--- src/rtl/uart_tx_buffered.sv ---
// -----------------------------------------------------------------------------
// uart_tx_buffered
//   8N1 UART transmitter with an internal byte FIFO. Core logic pushes bytes,
//   the block serialises them LSB first at BIT_RATE onto the TxD pin. Frames
//   queued back to back go out with no idle gap between them.
//
// Parameters
//   CLOCK_FREQ   system clock frequency in Hz
//   BIT_RATE     serial bit rate; CLOCK_FREQ/BIT_RATE clocks per bit (>= 2)
//   BUFFER_SIZE  FIFO depth in bytes (power of two, >= 2)
//
// Ports
//   clk       in   system clock, rising edge
//   reset     in   asynchronous active-low reset
//   wr_en     in   push wr_data into the FIFO this cycle
//   wr_data   in   byte to transmit (ignored when wr_en is low)
//   full      out  FIFO holds BUFFER_SIZE bytes
//   empty     out  FIFO holds no bytes
//   count     out  bytes queued, excluding the byte currently on the wire
//   overflow  out  sticky: a write arrived while full
//   clr_ovf   in   clears overflow; wins over a same-cycle set
//   busy      out  a frame (start..stop) is on the wire
//   tx        out  serial line, idle high, registered
// -----------------------------------------------------------------------------
module uart_tx_buffered #(
   parameter int CLOCK_FREQ  = 100000000,
   parameter int BIT_RATE    = 115200,
   parameter int BUFFER_SIZE = 16
) (
   input  logic                         clk,
   input  logic                         reset,
   input  logic                         wr_en,
   input  logic [7:0]                   wr_data,
   output logic                         full,
   output logic                         empty,
   output logic [$clog2(BUFFER_SIZE):0] count,
   output logic                         overflow,
   input  logic                         clr_ovf,
   output logic                         busy,
   output logic                         tx
);

   localparam int CLKS_PER_BIT = CLOCK_FREQ / BIT_RATE;
   localparam int AW           = $clog2(BUFFER_SIZE);
   localparam int CW           = AW + 1;
   localparam int BW           = $clog2(CLKS_PER_BIT);

   localparam logic [BW-1:0] BAUD_LAST = BW'(CLKS_PER_BIT - 1);
   localparam logic [CW-1:0] DEPTH     = CW'(BUFFER_SIZE);

   typedef enum logic [1:0] {
      S_IDLE,
      S_START,
      S_DATA,
      S_STOP
   } state_e;

   // FIFO state
   logic [7:0]    mem_q [BUFFER_SIZE];
   logic [AW-1:0] wr_ptr_q, wr_ptr_d;
   logic [AW-1:0] rd_ptr_q, rd_ptr_d;
   logic [CW-1:0] count_q, count_d;
   logic          full_q, full_d;
   logic          empty_q, empty_d;
   logic          overflow_q, overflow_d;

   // Serialiser state
   state_e        state_q, state_d;
   logic [BW-1:0] baud_q, baud_d;
   logic [2:0]    bit_idx_q, bit_idx_d;
   logic [7:0]    shift_q, shift_d;
   logic          tx_q, tx_d;
   logic          busy_q, busy_d;

   logic          push;
   logic          pop;
   logic          baud_last;

   // NOTE: every signal assigned in this block gets a default first, so no
   // path leaves it unassigned and no latch is inferred.
   always_comb begin
      // Acceptance uses registered full: a write while full is dropped even
      // if the serialiser frees a slot in the same cycle.
      push       = wr_en && !full_q;
      pop        = 1'b0;
      baud_last  = (baud_q == BAUD_LAST);

      state_d    = state_q;
      baud_d     = baud_q;
      bit_idx_d  = bit_idx_q;
      shift_d    = shift_q;

      case (state_q)
         S_IDLE: begin
            if (!empty_q) begin
               pop     = 1'b1;
               shift_d = mem_q[rd_ptr_q];
               baud_d  = '0;
               state_d = S_START;
            end
         end
         S_START: begin
            if (baud_last) begin
               baud_d    = '0;
               bit_idx_d = '0;
               state_d   = S_DATA;
            end else begin
               baud_d = baud_q + BW'(1);
            end
         end
         S_DATA: begin
            if (baud_last) begin
               baud_d  = '0;
               shift_d = {1'b0, shift_q[7:1]};
               if (bit_idx_q == 3'd7) begin
                  state_d = S_STOP;
               end else begin
                  bit_idx_d = bit_idx_q + 3'd1;
               end
            end else begin
               baud_d = baud_q + BW'(1);
            end
         end
         S_STOP: begin
            if (baud_last) begin
               baud_d = '0;
               // Chain straight into the next frame when more data is queued.
               if (!empty_q) begin
                  pop     = 1'b1;
                  shift_d = mem_q[rd_ptr_q];
                  state_d = S_START;
               end else begin
                  state_d = S_IDLE;
               end
            end else begin
               baud_d = baud_q + BW'(1);
            end
         end
         default: state_d = S_IDLE;
      endcase

      // Pop only happens when non-empty and push only when not full, so the
      // count never under/overflows and the pointers wrap naturally.
      wr_ptr_d   = push ? wr_ptr_q + AW'(1) : wr_ptr_q;
      rd_ptr_d   = pop  ? rd_ptr_q + AW'(1) : rd_ptr_q;
      count_d    = count_q + CW'(push) - CW'(pop);
      full_d     = (count_d == DEPTH);
      empty_d    = (count_d == '0);
      overflow_d = clr_ovf ? 1'b0 : (overflow_q || (wr_en && full_q));

      // tx and busy are computed from the current state and registered, so
      // the pin changes one cycle after the state and is glitch free.
      case (state_q)
         S_START: tx_d = 1'b0;
         S_DATA:  tx_d = shift_q[0];
         default: tx_d = 1'b1;
      endcase
      busy_d = (state_q != S_IDLE);
   end

   // NOTE: sequential state uses non-blocking assignments only, so every
   // flop samples the values from before the edge regardless of block order.
   always_ff @(posedge clk or negedge reset) begin
      if (!reset) begin
         wr_ptr_q   <= '0;
         rd_ptr_q   <= '0;
         count_q    <= '0;
         full_q     <= 1'b0;
         empty_q    <= 1'b1;
         overflow_q <= 1'b0;
         state_q    <= S_IDLE;
         baud_q     <= '0;
         bit_idx_q  <= '0;
         shift_q    <= '0;
         tx_q       <= 1'b1;
         busy_q     <= 1'b0;
      end else begin
         wr_ptr_q   <= wr_ptr_d;
         rd_ptr_q   <= rd_ptr_d;
         count_q    <= count_d;
         full_q     <= full_d;
         empty_q    <= empty_d;
         overflow_q <= overflow_d;
         state_q    <= state_d;
         baud_q     <= baud_d;
         bit_idx_q  <= bit_idx_d;
         shift_q    <= shift_d;
         tx_q       <= tx_d;
         busy_q     <= busy_d;
      end
   end

   // NOTE: the byte storage has no reset; a slot is only read after it has
   // been written, which the count guarantees, so its power-up value is moot.
   always_ff @(posedge clk) begin
      if (push) begin
         mem_q[wr_ptr_q] <= wr_data;
      end
   end

   assign full     = full_q;
   assign empty    = empty_q;
   assign count    = count_q;
   assign overflow = overflow_q;
   assign busy     = busy_q;
   assign tx       = tx_q;

endmodule

--- config.mk ---
export PLATFORM = sky130hd
export DESIGN_NAME = uart_tx_buffered
export DESIGN_NICKNAME = d
export VERILOG_FILES = /design/src/rtl/uart_tx_buffered.sv
export SDC_FILE = /design/constraint.sdc
export NUM_CORES = 1
export LEC_CHECK = 0
export BUFFER_PORTS_ARGS = -buffer_cell sky130_fd_sc_hd__buf_2
export CORE_MARGIN = 2
export CORE_UTILIZATION = 45
export CTS_CLUSTER_SIZE = 25
export DETAILED_ROUTE_END_ITERATION = 10
export GPL_TIMING_DRIVEN = 0
export PLACE_DENSITY_LB_ADDON = 0.2
export SYNTH_ARGS = -nofsm -noshare
export SYNTH_HDL_FRONTEND = slang
export SYNTH_SLANG_ARGS = --single-unit
--- constraint.sdc ---
create_clock -name clk -period 3.85 [get_ports clk]
set_input_delay 0.1925 -clock clk [delete_from_list [all_inputs] [get_ports clk]]
set_output_delay 0.1925 -clock clk [all_outputs]
set_load 0.03 [all_outputs]
==> After elaboration in Yosys (flattened, before gate mapping) <==
Memory sizes are Yosys's and may differ from the RTL's.
Index checks and enable logic that the tools add are counted.
{ "totals": {"mem_count": 1, "ram_bits": 128, "rom_bits": 0, "output_inout_bits": 10, "reg_bits": 41, "input_bits": 12, "elab_cells": 69, "latchBits": 0} }
{ "mem_list": {"columns": ["memory", "depth", "width", "rd", "rd_ports_with_merged_regs", "wr", "line", "text"], "rows": [
  ["mem_q", 16, 8, 1, 0, 1, "59", "logic [7:0] mem_q [BUFFER_SIZE];"]
]} }
{ "classes": {"n_div": 0, "n_shift": 0, "reduce_logical": 13, "n_addsub": 6, "mul": 0, "bitwise_logic": 0, "muxes": 25, "magnitude_cmp": 0, "eq_ne": 12} }
{ "ops": {"columns": ["cell", "n"], "rows": [
  ["$mux 8", 3],
  ["$pmux 8 s3", 1],
  ["$mux 10", 2],
  ["$pmux 10 s2", 1],
  ["$ne 2x2->1 const B", 6],
  ["$add 10x1->10 const B", 1],
  ["$eq 10x10->1 const B", 1],
  ["$mux 2", 5],
  ["$mux 3", 3],
  ["$add 4x1->4 const B", 2],
  ["$pmux 2 s4", 1],
  ["$mux 1", 6],
  ["$pmux 3 s2", 1],
  ["$add 5x1->5", 1],
  ["$eq 5x5->1 const B", 1],
  ["$logic_not 5->1", 1],
  ["$reduce_and 5->1", 1],
  ["$sub 5x1->5", 1],
  ["$eq 2x2->1 const B", 2],
  ["$pmux 1 s2", 2],
  ["$reduce_and 4->1", 1],
  ["$reduce_bool 2->1", 2],
  ["$add 3x1->3 const B", 1],
  ["$eq 3x3->1 const B", 1],
  ["other kinds (8)", 9]
]} }

==> Longest topological paths before layout <==
Gate-level depths: netlist (run 1).
{ "depth": {"word_depth": 5, "ltp_mapped": 14, "mapped_depth_nobuf": 13} }

==> Least setup slack after synthesis (run 1) <==
OpenSTA, ideal clock, no wires.
{ "synth_timing": {"path_type": "register to register", "startpoint": "reg state_q[0]", "endpoint": "reg full_q (netlist: full)", "period_less_slack_ns": 2.924, "path_stages_with_launch": 15, "t_arrival_ns": 2.823, "path_buffers": 1, "setup_ns": 0.101, "slack_ns": 0.926, "path_cell_list": "dfrtp_1 -> inv_1 -> ha_1 -> clkbuf_1 -> a41oi_1 -> nor3_2 -> ha_1 -> inv_1 -> ha_1 -> inv_1 -> fa_1 -> nor2b_1 -> o21ai_0 -> and3_1 -> nor4_1"} }
{ "synth_between": {"elab_chain_len": 4, "elab_cells_between_ends": 5} }
{ "synth_rtl": {"columns": ["element", "line", "text"], "rows": [
  ["start, declared", "68", "state_e state_q, state_d;"],
  ["start signal, assigned", "184", "state_q <= state_d;"],
  ["$eq 2x2->1 / $logic_not 2->1 (equally long branches)", "93", "case (state_q)"],
  ["$pmux 1 s2 *", "93", null],
  ["named net pop", "76", "logic pop;"],
  ["$sub 5x1->5 *", "146", "count_d = count_q + CW'(push) - CW'(pop);"],
  ["$eq 5x5->1 *", "147", "full_d = (count_d == DEPTH);"],
  ["named net full_d", "63", "logic full_q, full_d;"],
  ["end signal, assigned", "181", "full_q <= full_d;"],
  ["end, declared", "63", null]
]} }
Mark *: on every way through the listed nets, which the timed path passes. The rest lies on a longest branch.
A chain may end at the register's enable or synchronous reset.

==> Final worst setup path (run 1) <==
{ "layout_timing": {"startpoint": "reg baud_q[0]", "endpoint": "reg full_q (netlist: full)"} }
{ "layout_between": {"elab_chain_len": 5} }
{ "layout_rtl": {"columns": ["element", "line", "text"], "rows": [
  ["start, declared", "69", "logic [BW-1:0] baud_q, baud_d;"],
  ["start signal, assigned", "185", "baud_q <= baud_d;"],
  ["$eq 10x10->1", "86", "baud_last = (baud_q == BAUD_LAST);"],
  ["$mux 1", "125", "if (baud_last) begin"],
  ["$pmux 1 s2", "93", null],
  ["named net pop", "76", null],
  ["$sub 5x1->5", "146", null],
  ["$eq 5x5->1", "147", null],
  ["named net full_d", "63", null]
]} }
The timed path passes the listed nets, and every way through them passes these cells.

==> flow_summary.yaml, run 1 <==
outcome:
  status: "complete, no violations"
critical_path:
  r2r_setup_slack_ns: 0.37
  critPathMaxStageDelay_ns: 0.40
  timing.rr.end: "full$_DFF_PN0_"
  ff2ff_path_depth: 13
  worstSetupPathType: "flop to flop"
  cp.buffers_inverters: 2
  crit_slowest_cell: "fa_1"
  r2r_start: "baud_q[0]$_DFFE_PN0P_"
  cp-start-kind: "flop"
  path_delay_family: "simple AND/OR/NAND/NOR gates"
  path_cells: "ha_1 > and4bb_2 > a41oi_1 > nor3_2 > ha_1 > inv_1 > ha_1 > inv_1 > fa_1 > nor2b_1 > o21ai_0 > and3_1 > nor4_1"
  required_ns: 4.14
  worstPathArrival_ns: 3.77
  path_common_cell: "ha_1"
  path_max_fanout: 5
  critPathCaptureType: "flop"
synthesis:
  ys_ff_latch: 169
  synth-edff-count: 128
  synth_nets: 469
  yosysWarningCount: 0
  async_flop_share_pct: 24.26
  synthFlopType: "edfxtp_1"
  synthDistinctLibCells: 56
  yosysSeqAreaShare_pct: 67.58
  syn_avg_cell_area_um2: 16.50
  synth_area_mm2: 0.007209
  syn_inst: 437
routing:
  drc_errors: 0
  drt_pass1_iterations: 4
  routed_wl_um: 14120
  drt-met1-wl_um: 6486
  wl_met3_um: 464
  vias: 3864
  wl_met2_um: 6952
  viasPerCell: 5.458
  ant_nets: 0
  wire_per_inst_um: 19.94
  top_layer: "met4"
  drt_iter0_drc: 281
cts:
  cts_root_buffer: "clkbuf_16"
  clkTransAtPathRegs_ns: 0.06
  htree_levels: 4
  cts_max_path_buffers: 2
  tritoncts: "built"
  insertion_delay_ns: 0.43
  cts.sinks: 169
  cts_buffers: 17
  post-cts-setup-buffer-count: 0
sta:
  fmax_mhz: 287.4
  fin_ws_ns: 0.3702
  hold_viol: 0
  maxSlewHeadroom_pct: 37.56
  finalCriticalPeriod_ns: 3.480
  setup_tns_ns: 0
  setup_viol: 0
  hold_ws_ns: 0.03169
  maxSlewViolCount: 0
  skew_ns: 0.006068
  rsz0062_at_grt: "false"
  tightest_slew_ns: 0.9367
  fin_crit_sh_pct: 90.39
hold_path:
  hp-class: "input pin to flop"
  min_path_cells: 3
  hold_start: "wr_en"
  min_to: "overflow$_DFF_PN0_"
floorplan:
  dieArea_mm2: 0.01705
  die_height_um: 130.6
  die-width_um: 130.6
  core_area_mm2: 0.01577
  std_cell_rows: 46
  initial_core_util_pct: 45.72
  num_io_pins: 22
grt:
  grt_pass1_vias: 4041
  antenna_found_initial: 0
  grt_pass1_wl_um: 22560
  grt_max_degree: 42
  track_usage_pct: 18.49
  grt_overflow: 0
power:
  p_total_mw: 4.605
  power_density_mw_per_mm2: 563.7
  peakVddDrop_uv: 343.1
  p_leak_nw: 2.934
place:
  dpl.hpwl_um: 9386
  place.port_buffers: 21
  dpl_worst_slack_ns: 0.2461
  globalplace.congestion: 0.8230
cells_and_area:
  drive_above_1_share_pct: 20.53
  final.fill_count: 1355
  area_growth_pct: 13.33
  diodes: 0
  postLayoutCoreUtil_pct: 51.81
  multiInputGateArea_mm2: 0.002155
  nets: 511
  seq_area_mm2: 0.004872
flow_run:
  cap_violations: 0
report_power, final:
group / switching [mW] / internal (mW) / total [mW] / leakage (nW)
Sequential: 0.0948 / 2.18 / 2.28 / 1.66
Clock: 0.731 / 0.900 / 1.63 / 0.272
Combinational: 0.447 / 0.250 / 0.697 / 1.01
metrics by stage:
stage / std cells / cell area, um2
floorplan: 437 / 7209
CTS: 708 / 8169
detailed placement: 674 / 7585
global route: 708 / 8170
global placement: 674 / 7585
finish: 708 / 8170
layout by cell type, fill, tap and decap left out, types with 5 or more instances in the layout:
cell type / n
ha_1: 19
buf_2: 22
clkbuf_16: 17
a22o_1: 16
dfrtp_1: 39
nand2_1: 20
clkbuf_1: 8
a21oi_1: 17
inv_1: 20
and3_1: 6
o21ai_0: 10
and2_1: 23
nor2_1: 5
o21ai_1: 7
xnor2_1: 5
mux4_2: 32
inv_6: 5
edfxtp_1: 128
a31oi_1: 8
Yosys cell counts (all sizes together), types with 6 or more instances:
master	instances	area [um2]
ha	19	237.7
clkbuf	10	38.78
a21oi	17	85.08
edfxtp	128	3844
mux4	32	720.7
dfrtp	39	975.9
a31oi	8	50.05
buf	9	68.81
and2	23	143.9
inv	20	75.07
and3	6	37.54
o21ai	17	85.08
nand2	20	75.07
a22o	16	140.1
layer usage:
metal | vias to the layer above | track usage [%]
met5 | - | 0
met4 | 0 | 5.569
met3 | 19 | 5.090
met2 | 52 | 29.44
met1 | 2006 | 25.18
li1 | 1787 | -
kinds of logic after synthesis:
kind of cell               Yosys count  share of synthesized area [%]
xor gates and xnor gates             9                          1.093
muxes                               38                          10.93
buffers and inverters               39                          2.534
DFF                                169                          67.58
adders and majority gates           20                          3.575
AOI/OAI and AO/OA                   79                          7.619
and+or+nand+nor                     83                          6.664
what timing repair did:
action,in CTS,in global routing
hold buffers,2,0
resized for setup,0,2
setup endpoints to repair,0,2
hold endpoints to repair,40,0
worst reg2reg max path: cells and delay by family, from the launching register on:
kind,cells,cell delay [ns]
buf+inv,2,0.10
compound gates,2,0.37
simple gates,5,1.41
flops,1,0.37
fa+ha+maj,4,1.10
sequential cells by signal (all words and copies together) (netlist names):
| register | cells |
|---|---|
| count | 5 |
| shift_q | 8 |
| overflow | 1 |
| full | 1 |
| rd_ptr_q | 4 |
| empty | 1 |
| tx | 1 |
| busy | 1 |
| bit_idx_q | 3 |
| baud_q | 10 |
| mem_q | 128 |
| state_q | 2 |
| wr_ptr_q | 4 |
how the worst max path moves through the flow:
stage	from	endpoint	slack (ns)	cells past startpoint
final	baud_q[0]$_DFFE_PN0P_	full$_DFF_PN0_	0.37	13
after detailed placement	state_q[0]$_DFFE_PN0P_	full$_DFF_PN0_	0.25	14
after global routing	baud_q[0]$_DFFE_PN0P_	full$_DFF_PN0_	0.02	13
after global placement	state_q[0]$_DFFE_PN0P_	full$_DFF_PN0_	0.30	14
after CTS	state_q[0]$_DFFE_PN0P_	full$_DFF_PN0_	0.18	14
after floorplan	state_q[0]$_DFFE_PN0P_	full$_DFF_PN0_	0.93	14
area by class of cell:
| type | count | share of cell area, % |
|---|---|---|
| Sequential cell | 169 | 59.63 |
| Multi-Input combinational cell | 229 | 26.37 |
| Clock buffer | 17 | 5.207 |
| Tap cell | 216 | 3.308 |
| Clock inverter | 15 | 1.700 |
| Timing Repair Buffer | 23 | 1.531 |
| Buffer | 19 | 1.332 |
| Inverter | 20 | 0.9188 |
Power figures use the tool's default switching activity.
==> inputs of run 2 (changes only) <==
--- a/config.mk
+++ b/config.mk
@@ -11,7 +11,7 @@
 export CTS_CLUSTER_SIZE = 25
 export DETAILED_ROUTE_END_ITERATION = 10
 export GPL_TIMING_DRIVEN = 0
-export PLACE_DENSITY_LB_ADDON = 0.2
+export PLACE_DENSITY = 0.67
 export SYNTH_ARGS = -nofsm -noshare
 export SYNTH_HDL_FRONTEND = slang
 export SYNTH_SLANG_ARGS = --single-unit
==> run 2 against run 1 <==
  * Critical endpoint unchanged
  * Largest power group unchanged
  * Die area unchanged
  * Final area increased by 0.15%
  * Register-to-register slack improved by 0.15 ns
  * Flip-flop and latch count unchanged
  * Final cell count unchanged
  * Sequential power about the same
  * Routed wire length decreased by 3.5%
  * Count of clock-buffer cells in the layout increased by 2
  * Global-route usage decreased by 0.92 points
==> flow_summary.yaml, run 2 (same netlist as run 1, synthesis figures left out) <==
cts:
  cts_max_path_buffers: 2
  cts_root_buffer: "clkbuf_16"
  htree_levels: 4
  clkTransAtPathRegs_ns: 0.07
  cts_buffers: 17
  cts.sinks: 169
  post-cts-setup-buffer-count: 0
  tritoncts: "built"
  insertion_delay_ns: 0.43
grt:
  grt_pass1_wl_um: 21620
  antenna_found_initial: 0
  track_usage_pct: 17.57
  grt_pass1_vias: 3905
  grt_overflow: 0
  grt_max_degree: 42
critical_path:
  worstPathArrival_ns: 3.64
  required_ns: 4.16
  cp-start-kind: "flop"
  critPathCaptureType: "flop"
  path_max_fanout: 5
  worstSetupPathType: "flop to flop"
routing:
  viasPerCell: 5.547
  drt_pass1_iterations: 5
  vias: 3927
  drc_errors: 0
  routed_wl_um: 13630
  drt_iter0_drc: 371
  wire_per_inst_um: 19.25
  ant_nets: 0
sta:
  fin_ws_ns: 0.5192
  maxSlewHeadroom_pct: 36.18
  hold_viol: 0
  fin_crit_sh_pct: 86.51
  setup_viol: 0
  tightest_slew_ns: 0.9573
  maxSlewViolCount: 0
  setup_tns_ns: 0
  fmax_mhz: 300.2
  skew_ns: 0.008434
  finalCriticalPeriod_ns: 3.331
  rsz0062_at_grt: "false"
cells_and_area:
  nets: 511
  diodes: 0
  area_growth_pct: 13.50
  reg_top3: "mem_q: 128 flops, baud_q: 10 flops, shift_q: 8 flops"
  largest_reg_flops: 128
  final_cell_mix: "edfxtp_1, dfrtp_1, mux4_2"
  stdcell_area_mm2: 0.008183
  drive_above_1_share_pct: 20.33
  top_register: "mem_q"
  final_common_cell: "edfxtp_1"
place:
  globalplace.congestion: 0.7857
  dpl.hpwl_um: 8992
  placed_area_mm2: 0.007585
  place.port_buffers: 21
  dpl_worst_slack_ns: 0.3478
power:
  peakVddDrop_uv: 389.9
  p_leak_nw: 2.934
  power_density_mw_per_mm2: 566.6
floorplan:
  die-width_um: 130.6
  core_area_mm2: 0.01577
  std_cell_rows: 46
  num_io_pins: 22
  dieArea_mm2: 0.01705
  die_height_um: 130.6
  initial_core_util_pct: 45.72
flow_run:
  cap_violations: 0
hold_path:
  hp-class: "input pin to flop"
outcome:
  status: "complete, no violations"
[run 2: changes by cell type in the layout (fill, tap and decap cells not counted), sizes merged]
cell / change
clkbuf: +2
clkinv: -1
inv: -3
bufinv: +1
clkinvlp: +1
[run 2: stage by stage]
step | util, % | cells | hold slack, ns | power, mW
final | 51.89 | 708 | 0.02601 | 4.637
after floorplan | - | 437 | -0.1031 | 2.775
after detailed placement | 48.10 | 674 | 0.3522 | 3.008
after global routing | 51.89 | 708 | 0.07752 | 4.835
after CTS | 51.88 | 708 | 0.01781 | 4.668
after global placement | 48.10 | 674 | 0.3471 | 2.969
[run 2: path summary, 6_finish.rpt]
check                                 startpoint                        to  slack, ns  depth (start not counted)
setup reg to reg           baud_q[0]$_DFFE_PN0P_            full$_DFF_PN0_       0.52                         13
hold reg to reg               overflow$_DFF_PN0_        overflow$_DFF_PN0_       0.49                          2
min in group asynchronous                  reset  bit_idx_q[0]$_DFFE_PN0P_       0.45                          2
hold / removal                             wr_en        overflow$_DFF_PN0_       0.03                          3
max in group asynchronous                  reset    state_q[0]$_DFFE_PN0P_       2.80                          2
setup / recovery           baud_q[0]$_DFFE_PN0P_            full$_DFF_PN0_       0.52                         13
[run 2: report_power, final]
part | switching [mW] | total (mW) | internal [mW] | leakage [nW]
combinational | 0.440 | 0.688 | 0.248 | 1.01
clock | 0.712 | 1.67 | 0.960 | 0.272
sequential | 0.0941 | 2.28 | 2.18 | 1.66
[run 2: final cells by class]
| cell class | count | area [um2] |
|---|---|---|
| Fill cell | 1272 | 7587 |
| Sequential cell | 169 | 4872 |
| Multi-Input combinational cell | 229 | 2155 |
| Clock buffer | 19 | 432.9 |
| Tap cell | 216 | 270.3 |
| Clock inverter | 13 | 143.9 |
| Timing Repair Buffer | 23 | 125.1 |
| Buffer | 19 | 108.9 |
| Inverter | 20 | 75.07 |
[run 2: critical path, cell delays in order (launching register included)]
cell and delay [ns]:
dfrtp_1 0.40, ha_1 0.25, and4bb_2 0.27, a41oi_1 0.38, nor3_2 0.13, ha_1 0.29
inv_1 0.05, ha_1 0.15, inv_1 0.05, fa_1 0.40, nor2b_1 0.12, o21ai_0 0.14
and3_1 0.24, nor4_1 0.33
[run 2: repair_timing]
item	4_1_cts	5_1_grt
hold buffers	2	0
endpoints found under the hold margin	40	0
endpoints found under the setup margin	0	1
resized for setup	0	2
[run 2: per-layer routing]
metal | share of wire [%] | wire length (um) | GRT usage (%) | vias to the layer above
li1 | - | - | - | 1797
met1 | 44 | 6048 | 24.10 | 2012
met2 | 48 | 6598 | 28.19 | 100
met3 | 5.5 | 745 | 3.542 | 18
met4 | 1.7 | 233 | 6.508 | 0
met5 | 0 | 0 | 0 | -
